===== src/rtl/ascon_xor_down_out.sv =====
// rtl/ascon_xor_down_out.sv - ASCON XOR-down stage with buffered ciphertext and tag outputs
module ascon_xor_down_out #(
    parameter int CNT_W = 8
) (
    input  logic                  clock_i,
    input  logic                  reset_i,
    input  logic                  init_i,
    input  logic [4:0][63:0]      state_i,
    input  logic [127:0]          key_i,
    input  logic                  ena_xor_down_i,
    input  logic                  ena_lsb_i,
    output logic [4:0][63:0]      state_o,
    input  logic                  cipher_en_i,
    output logic [127:0]          cipher_o,
    output logic                  cipher_valid_o,
    input  logic                  cipher_ready_i,
    input  logic                  tag_en_i,
    output logic [127:0]          tag_o,
    output logic                  tag_valid_o,
    input  logic                  tag_ready_i,
    output logic [CNT_W-1:0]      block_cnt_o,
    output logic                  overflow_o
);

    typedef enum logic {BUF_EMPTY, BUF_FULL} buf_state_t;

    localparam logic [CNT_W-1:0] CNT_MAX = '1;

    buf_state_t cipher_state, cipher_state_next;
    buf_state_t tag_state, tag_state_next;
    logic       cipher_load, cipher_drop;
    logic       tag_load, tag_drop;

    always_comb begin
        state_o    = state_i;
        state_o[3] = state_i[3] ^ (ena_xor_down_i ? key_i[63:0] : 64'h0);
        state_o[4] = state_i[4] ^ (ena_xor_down_i ? key_i[127:64] : 64'h0)
                                 ^ (ena_lsb_i ? 64'h1 : 64'h0);
    end

    // A full buffer accepts a new block only when the consumer drains the old one in the same cycle.
    always_comb begin
        cipher_state_next = cipher_state;
        cipher_load       = 1'b0;
        cipher_drop       = 1'b0;
        case (cipher_state)
            BUF_EMPTY: begin
                if (cipher_en_i) begin
                    cipher_load       = 1'b1;
                    cipher_state_next = BUF_FULL;
                end
            end
            BUF_FULL: begin
                if (cipher_ready_i) begin
                    if (cipher_en_i) cipher_load = 1'b1;
                    else             cipher_state_next = BUF_EMPTY;
                end else if (cipher_en_i) begin
                    cipher_drop = 1'b1;
                end
            end
            default: cipher_state_next = BUF_EMPTY;
        endcase
    end

    always_comb begin
        tag_state_next = tag_state;
        tag_load       = 1'b0;
        tag_drop       = 1'b0;
        case (tag_state)
            BUF_EMPTY: begin
                if (tag_en_i) begin
                    tag_load       = 1'b1;
                    tag_state_next = BUF_FULL;
                end
            end
            BUF_FULL: begin
                if (tag_ready_i) begin
                    if (tag_en_i) tag_load = 1'b1;
                    else          tag_state_next = BUF_EMPTY;
                end else if (tag_en_i) begin
                    tag_drop = 1'b1;
                end
            end
            default: tag_state_next = BUF_EMPTY;
        endcase
    end

    always_ff @(posedge clock_i or posedge reset_i) begin
        if (reset_i) begin
            cipher_state <= BUF_EMPTY;
            tag_state    <= BUF_EMPTY;
            cipher_o     <= '0;
            tag_o        <= '0;
            block_cnt_o  <= '0;
            overflow_o   <= 1'b0;
        end else if (init_i) begin
            cipher_state <= BUF_EMPTY;
            tag_state    <= BUF_EMPTY;
            cipher_o     <= '0;
            tag_o        <= '0;
            block_cnt_o  <= '0;
            overflow_o   <= 1'b0;
        end else begin
            cipher_state <= cipher_state_next;
            tag_state    <= tag_state_next;
            if (cipher_load) begin
                cipher_o <= {state_i[1], state_i[0]};
                if (block_cnt_o != CNT_MAX) block_cnt_o <= block_cnt_o + CNT_W'(1);
            end
            if (tag_load) tag_o <= {state_o[4], state_o[3]};
            if (cipher_drop || tag_drop) overflow_o <= 1'b1;
        end
    end

    assign cipher_valid_o = (cipher_state == BUF_FULL);
    assign tag_valid_o    = (tag_state == BUF_FULL);

endmodule

===== config.mk =====
export PLATFORM = sky130hd
export DESIGN_NAME = ascon_xor_down_out
export DESIGN_NICKNAME = d
export VERILOG_FILES = /design/src/rtl/ascon_xor_down_out.sv
export SDC_FILE = /design/constraint.sdc
export NUM_CORES = 1
export LEC_CHECK = 0
export ABC_AREA = 1
export BUFFER_PORTS_ARGS = -buffer_cell sky130_fd_sc_hd__buf_2
export CAP_MARGIN = 20
export CORE_AREA = 4 4 409 411
export DETAILED_ROUTE_END_ITERATION = 10
export DIE_AREA = 0 0 413 415
export GPL_ROUTABILITY_DRIVEN = 0
export SYNTH_ARGS = -nofsm -noshare
export SYNTH_HDL_FRONTEND = slang
export SYNTH_SLANG_ARGS = --single-unit

===== constraint.sdc =====
create_clock -name clock_i -period 14.9 [get_ports clock_i]
set_clock_uncertainty 0.2 [all_clocks]
set_input_delay 2.98 -clock clock_i [delete_from_list [all_inputs] [get_ports clock_i]]
set_output_delay 2.98 -clock clock_i [all_outputs]
set_load 0.005 [all_outputs]

==> reports/metrics.cfg, run 1 <==
[route]
vias_per_cell = 3.15
dr.pass1.iters = 5
totalWireLength_mm = 115
wire_per_inst_um = 25.2
vias = 14380
drt_iter0_markers = 1327
route.detailed.drc = 0
ant_nets = 0

[sta]
hold_violations = 0
fmax_mhz = 120
slew_headroom = 0.237
fin_crit_sh = 0.559
maxSlewViolCount = 0
rsz0062_at_grt = false
final.setup.tns_ns = 0
worst_pin_slew_ns = 1.14
setup_viol = 0
min_period_ns = 8.32

[worst_setup_path]
arrival_ns = 5.14
cpPeakStageDelay_ns = 0.77
critical_path.max_fanout = 128
worst_path_max_delay_cell = xnor2_1
path_cells = buf_6, nand2_1, xnor2_1, buf_4, buf_2
path_class = in -> out
crit_path_end_kind = output pin
cp-startpoint = ena_xor_down_i
crit_required_ns = 11.72
worstReg2RegStart = cipher_valid_o$_DFF_PP0_
critPathLaunchType = input pin

[run]
drv_cap = 0

[synth]
synth_nets = 2101
ys_seq_area_frac = 0.484
yosysUniqueCellTypes = 22
synth_top_area_share = 0.484
synth_edf_count = 0
yosys_warnings = 0
ys_top_cells_by_area = dfrtp_1 48%, nand2_1 15%, buf_4 11%
synth_largest_area_cell = dfrtp_1
synth_common_cells = 536 x nand2_1, 267 x dfrtp_1, 199 x buf_4, 142 x inv_1, 137 x nand3_1
syn_area_per_cell_um2 = 8.40
synthMostInstantiatedCell = nand2_1
syn-cell-area_um2 = 13800
ys_seq_elements = 267
synth-async-reset-ratio = 1.00
syn-instance-count = 1643
ys.flop_type = dfrtp_1

[floorplanning]
die_h_um = 415
dieArea_um2 = 171000
design.core.area_um2 = 164000
die_w_um = 413
rows = 149
io_pins = 1044
start_util = 0.0841

[pwr]
pwr-share-clk = 0.392
leakagePower_nw = 10.9
combPwrFrac = 0.225
power.switching_w = 0.000692
switching_share = 0.330
p_int_w = 0.00141
p_seq_frac = 0.383
powerDensity_nw_per_um2 = 102
vdd_drop_max_mv = 0.0704

[clock_network]
cts.clk_slew.worst_paths_ns = 0.05
clock_sinks = 267
cts_hold_buf = 0
clock_path_buffers = 3
htreeDepth = 2
cts_made_buffers = 35
cts_tree = yes
cts_resized = 0
cts_root_buf = clkbuf_16
cts_setup_buffers = 0
clk_latency_ns = 0.57

[placed_design]
portBuffers = 915
dp_cells = 4492
dp.final_hpwl_mm = 102
placed_area_um2 = 19400

[finish]
stdcell_area_um2 = 20500
finalNonFillerCells = 4562
nFillCells = 18991
drive_above_1_share = 0.423
finalNetCount = 2798
layout-area-overhead-vs-synth_pct = 48.8

[worst_hold_path]
min-delay-start = tag_o[25]$_DFFE_PP0P_
hold_path.class = reg -> reg

[status]
outcome = finished, final reports clean

[global_routing]
grt_pass1_wl_mm = 143
grt_usage = 0.128
grt_pass1_vias = 13911
grt_max_degree = 129
antenna_found_initial = 44
grt_overflow = 0

kinds of logic after synthesis:
logic type,Yosys count,synth area share
and+or+nand+nor,681,0.199
buffers and inverters,421,0.181
DFF,267,0.484
AOI/OAI and AO/OA,144,0.0525
xor gates and xnor gates,129,0.0819
adders and majority gates,1,0.000907
final cells by class:
type | count | area [um^2] | share of cell area
Sequential cell | 267 | 6680 | 0.326
Timing Repair Buffer | 938 | 4780 | 0.233
Multi-Input combinational cell | 955 | 4660 | 0.227
Tap cell | 2189 | 2740 | 0.133
Clock buffer | 50 | 1000 | 0.0490
Inverter | 143 | 559 | 0.0273
Clock inverter | 9 | 70.1 | 0.00341
Antenna cell | 11 | 27.5 | 0.00134
critical path: cells and delay by family:
family,cells,cell delay (ns)
buf+inv,3,1.14
xor+xnor,1,0.77
simple gates,1,0.16
final timing paths:
| check | endpoint | slack, ns | depth (start not counted) |
|---|---|---|---|
| setup / recovery | state_o[260] | 6.58 | 5 |
| hold / removal | tag_o[25]$_DFFE_PP0P_ | 0.26 | 2 |
| setup reg to reg | cipher_o[2]$_DFFE_PP0P_ | 12.37 | 5 |
| hold reg to reg | tag_o[25]$_DFFE_PP0P_ | 0.26 | 2 |
| max in group asynchronous | tag_o[18]$_DFFE_PP0P_ | 10.05 | 4 |
| min in group asynchronous | tag_o[101]$_DFFE_PP0P_ | 2.32 | 2 |
power by group through the flow:
| stage | clock [W] | combinational (W) | sequential, W |
|---|---|---|---|
| 2_1_floorplan | 0 | 0.000183 | 0.000816 |
| 3_3_place_gp | 0 | 0.000486 | 0.000813 |
| 3_5_place_dp | 0 | 0.000487 | 0.000814 |
| 4_1_cts | 0.000861 | 0.000489 | 0.000802 |
| 5_1_grt | 0.000888 | 0.000507 | 0.000808 |
| 6_report | 0.000823 | 0.000473 | 0.000803 |
cell usage in the layout, fill, tap and decap left out, drive strengths merged:
master / instances
buf: 938
nand2: 537
dfrtp: 267
inv: 148
nand3: 138
o21ai: 136
xnor2: 128
clkbuf: 50
diode: 11
a21oi: 6
nor2: 6
clkinv: 4
xor2: 1
o22ai: 1
o21bai: 1
ha: 1
routing by layer:
metal,vias to the layer above,routed length (um),track usage
li1,6280,-,-
met1,7021,45300,0.155
met2,908,53500,0.209
met3,155,12600,0.0509
met4,16,3400,0.0333
met5,-,222,0
flip-flops by register name (all words and copies together), names as in the netlist:
name	count
block_cnt_o	8
cipher_valid_o	1
overflow_o	1
cipher_o	128
tag_o	128
tag_valid_o	1
stage by stage:
stage | total power, W | utilization | hold WS [ns] | setup WS (ns)
5_1_grt | 0.00220 | 0.125 | 0.286 | 6.45
3_5_place_dp | 0.00130 | 0.118 | 0.253 | 6.44
6_report | 0.00210 | 0.125 | 0.265 | 6.58
2_1_floorplan | 0.00100 | - | 0.265 | 4.37
4_1_cts | 0.00215 | 0.125 | 0.267 | 6.43
3_3_place_gp | 0.00130 | 0.118 | 0.250 | 6.05
Note: power is estimated with default switching activity, not from simulation.
==> run 2: changes to the inputs <==
==> constraint.sdc (replaced) <==
create_clock -name clock_i -period 8.2 [get_ports clock_i]
set_clock_uncertainty 0.2 [all_clocks]
set_input_delay 1.64 -clock clock_i [delete_from_list [all_inputs] [get_ports clock_i]]
set_output_delay 1.64 -clock clock_i [all_outputs]
set_load 0.005 [all_outputs]
==> run 2 against run 1 <==
  * Non-clock buffer count down 8
  * First-iteration DRC count up 17%
  * Total power up 86%
  * Critical path depth down 1
  * Final area about the same
  * Final cell count about the same
  * Routed wire length up 2.5%
  * Largest power group unchanged
  * Global-route usage up 0.27 points
  * Sequential power up 82%
==> reports/metrics.cfg, run 2 (same netlist as run 1, synthesis figures left out) <==
[worst_setup_path]
worstReg2RegStart = cipher_valid_o$_DFF_PP0_
r2r_slack_ns = 5.40
critical_path.max_fanout = 128
r2r_end = cipher_o[86]$_DFFE_PP0P_
worstRegToRegCells = 5
crit_path_end_kind = output pin
arrival_ns = 3.71
endpoint = state_o[249]
crit_required_ns = 6.36
cp-startpoint = ena_xor_down_i
critPathLaunchType = input pin
path_class = in -> out

[sta]
min_period_ns = 5.55
fmax_mhz = 180
post-route-worst-setup-slack_ns = 2.65
setup_viol = 0
worst_pin_slew_ns = 1.20
fin_crit_sh = 0.677
slew_headroom = 0.200
final.setup.tns_ns = 0
rsz0062_at_grt = false
hold_violations = 0
maxSlewViolCount = 0

[placed_design]
portBuffers = 915
place_ws_ns = 2.63
dp_cells = 4484
dp.final_hpwl_mm = 104

[floorplanning]
die_h_um = 415
dieArea_um2 = 171000
rows = 149
io_pins = 1044
design.core.area_um2 = 164000
start_util = 0.0841
die_w_um = 413

[route]
ant_nets = 0
top_layer = met5
vias = 14578
drt_iter0_markers = 1552
dr.pass1.iters = 7
drt-met1-wl_mm = 47.4
wl_met3_mm = 12.3
wl_met2_mm = 52.3
wire_per_inst_um = 25.9
totalWireLength_mm = 118
route.detailed.drc = 0
vias_per_cell = 3.20

[status]
outcome = finished, final reports clean

[finish]
seq_area_um2 = 6680
multi_input_area_um2 = 4630
top_regs = cipher_o (128), tag_o (128), block_cnt_o (8)
finalNetCount = 2790
finalNonFillerCells = 4559
nFillCells = 19109
drive_above_1_share = 0.420
layout-area-overhead-vs-synth_pct = 48.8
final_cell_mix = 914 x buf_2, 535 x nand2_1, 267 x dfrtp_1
layout_commonest_cell = buf_2

[clock_network]
cts_resized = 0
clock_path_buffers = 3
cts_made_buffers = 35
cts_tree = yes
cts_setup_buffers = 0
cts.clk_slew.worst_paths_ns = 0.05
clk_latency_ns = 0.56
cts_hold_buf = 0
htreeDepth = 2
clock_sinks = 267
cts_root_buf = clkbuf_16

[global_routing]
grt_usage = 0.130
antenna_found_initial = 47
grt_pass1_wl_mm = 146
grt_overflow = 0
grt_pass1_vias = 13895
grt_max_degree = 129

[worst_hold_path]
hold_path.class = reg -> reg
min-delay-start = tag_o[44]$_DFFE_PP0P_

[run]
drv_cap = 0

[pwr]
powerDensity_nw_per_um2 = 191
vdd_drop_max_mv = 0.136
leakagePower_nw = 10.9

-- run 2: cell count changes in the layout (fill, tap and decap cells not counted), moves of 3 or more --
cell and delta:
diode_2 +3, buf_4 -6, xnor2_1 +4, xnor2_2 -4, bufinv_16 +3
-- run 2: how the worst min path moves through the flow --
stage                                        to  slack [ns]  depth (start not counted)
after global placement     tag_o[5]$_DFFE_PP0P_        0.25                          2
after CTS                 tag_o[44]$_DFFE_PP0P_        0.27                          2
after floorplan            tag_o[0]$_DFFE_PP0P_        0.27                          2
after detailed placement  tag_o[14]$_DFFE_PP0P_        0.25                          2
after global routing      tag_o[44]$_DFFE_PP0P_        0.28                          2
final                     tag_o[44]$_DFFE_PP0P_        0.26                          2
-- run 2: per-stage QoR --
stage               total power (W)   util  cell area, um^2  hold slack, ns
floorplan                   0.00182      -            13800           0.265
global placement            0.00235  0.118            19300           0.252
detailed placement          0.00235  0.118            19300           0.253
CTS                         0.00400  0.125            20500           0.267
global route                0.00409  0.125            20500           0.281
finish                      0.00391  0.125            20500           0.264
-- run 2: layout make-up --
cell class | count | area share
Clock buffer | 51 | 0.0496
Clock inverter | 10 | 0.00695
Sequential cell | 267 | 0.326
Inverter | 143 | 0.0271
Antenna cell | 14 | 0.00171
Tap cell | 2189 | 0.133
Multi-Input combinational cell | 955 | 0.225
Timing Repair Buffer | 930 | 0.230
-- run 2: critical path, cell delays in order --
cell	delay, ns
buf_6	0.71
nand2_1	0.28
xnor2_1	0.62
buf_2	0.23
-- run 2: routing by layer --
metal | global-route usage | up-vias
li1 | - | 6256
met1 | 0.160 | 7168
met2 | 0.203 | 959
met3 | 0.0486 | 179
met4 | 0.0548 | 16
met5 | 0 | -
-- run 2: power breakdown --
group / leakage (nW) / switching [W] / internal (W)
logic: 6.77 / 0.000568 / 0.000285
registers: 3.57 / 0.0000542 / 0.00141
clock network: 0.565 / 0.000640 / 0.000959
==> run 3: changes to the inputs <==
==> constraint.sdc (replaced) <==
create_clock -name clock_i -period 4.5 [get_ports clock_i]
set_clock_uncertainty 0.2 [all_clocks]
set_input_delay 0.9 -clock clock_i [delete_from_list [all_inputs] [get_ports clock_i]]
set_output_delay 0.9 -clock clock_i [all_outputs]
set_load 0.005 [all_outputs]
==> run 3 against run 2 <==
  * Final cell count grew 0.64%
  * Critical path depth is the same
  * Final area grew 1.0%
  * Critical endpoint is now state_o[269]
  * Largest cell class unchanged
==> reports/metrics.cfg, run 3 (same netlist as run 1, synthesis figures left out) <==
[placed_design]
dp_cells = 4511
dp.final_hpwl_mm = 100
portBuffers = 915
place_ws_ns = 0.832

[global_routing]
grt_overflow = 0
grt_max_degree = 139
grt_pass1_vias = 13626
grt_usage = 0.125
antenna_found_initial = 58
grt_pass1_wl_mm = 140

[sta]
rsz0062_at_grt = false
fin_crit_sh = 0.823
setup_viol = 0
worst_pin_slew_ns = 1.13
post-route-worst-setup-slack_ns = 0.797
min_period_ns = 3.70
fmax_mhz = 270
slew_headroom = 0.238
hold_violations = 0
maxSlewViolCount = 0

[floorplanning]
start_util = 0.0841
die_h_um = 415
design.core.area_um2 = 164000
die_w_um = 413
dieArea_um2 = 171000
io_pins = 1044
rows = 149

[worst_hold_path]
hold_path.class = reg -> reg
whs_path_depth = 2

[status]
outcome = finished, final reports clean

[clock_network]
clk_latency_ns = 0.56
cts_tree = yes
cts_setup_buffers = 0
htreeDepth = 2
cts_hold_buf = 0
cts_resized = 0
cts_made_buffers = 34
clock_path_buffers = 3
cts_root_buf = clkbuf_16
clock_sinks = 267
cts.clk_slew.worst_paths_ns = 0.05

[finish]
seq_area_um2 = 6680
top_regs = cipher_o (128), tag_o (128), block_cnt_o (8)
drive_above_1_share = 0.428
utilization = 0.126
finalNonFillerCells = 4588
final_cell_mix = 914 x buf_2, 535 x nand2_1, 267 x dfrtp_1
nFillCells = 19090
multi_input_area_um2 = 4630
layout_commonest_cell = buf_2
layout-area-overhead-vs-synth_pct = 50.3
finalNetCount = 2816

[pwr]
vdd_drop_max_mv = 0.212
powerDensity_nw_per_um2 = 337
p_total_w = 0.00698
leakagePower_nw = 11.0

[route]
ant_nets = 0
drt_iter0_markers = 1188
totalWireLength_mm = 113
route.detailed.drc = 0
vias_per_cell = 3.08
dr.pass1.iters = 5
vias = 14134
wire_per_inst_um = 24.6

[worst_setup_path]
critPathLaunchType = input pin
arrival_ns = 2.60
crit_path_end_kind = output pin
critical_path.max_fanout = 63
path_class = in -> out
crit_required_ns = 3.40
worstRegToRegCells = 5

[run]
drv_cap = 0

[run 3: cell count changes in the layout (fill, tap and decap cells not counted), sizes merged]
cell / previous run / this run
bufinv: 3 / 2
clkinvlp: 2 / 1
diode: 14 / 20
clkbuf: 51 / 42
buf: 930 / 957
clkinv: 3 / 8
inv: 145 / 147
[run 3: worst max-delay path: stages]
cell     delay [ns]
buf_6          0.37
nand2_1        0.12
xnor2_1        0.90
buf_2          0.27
[run 3: metal layers]
metal	global-route usage	wire length, um
met1	0.150	44200
met2	0.201	51500
met3	0.0517	12500
met4	0.0436	4360
met5	0	158
[run 3: worst paths after layout]
check | from | to | slack (ns)
max | ena_xor_down_i | state_o[269] | 0.80
min in group asynchronous | reset_i | cipher_o[74]$_DFFE_PP0P_ | 0.32
min reg2reg | tag_o[46]$_DFFE_PP0P_ | tag_o[46]$_DFFE_PP0P_ | 0.26
min | tag_o[46]$_DFFE_PP0P_ | tag_o[46]$_DFFE_PP0P_ | 0.26
max reg2reg | cipher_valid_o$_DFF_PP0_ | cipher_o[124]$_DFFE_PP0P_ | 2.30
max in group asynchronous | reset_i | cipher_o[96]$_DFFE_PP0P_ | 2.75
[run 3: area by class of cell]
cell class / instances / area share
Clock buffer: 42 / 0.0444
Clock inverter: 15 / 0.00784
Antenna cell: 20 / 0.00241
Inverter: 143 / 0.0268
Tap cell: 2189 / 0.132
Multi-Input combinational cell: 955 / 0.223
Sequential cell: 267 / 0.322
Timing Repair Buffer: 957 / 0.241
[run 3: stage by stage]
stage | hold slack (ns) | instance area, um^2 | TNS (ns)
after floorplan | 0.265 | 13800 | -33.50
after global placement | 0.248 | 19600 | 0
after detailed placement | 0.254 | 19600 | 0
after CTS | 0.267 | 20700 | 0
after global routing | 0.285 | 20700 | 0
final | 0.265 | 20700 | 0
[run 3: power by group]
group / switching [W] / total [W] / internal [W] / leakage [nW]
combinational: 0.00102 / 0.00157 / 0.000551 / 6.93
clock: 0.00118 / 0.00276 / 0.00158 / 0.538
sequential: 0.0000942 / 0.00266 / 0.00256 / 3.57
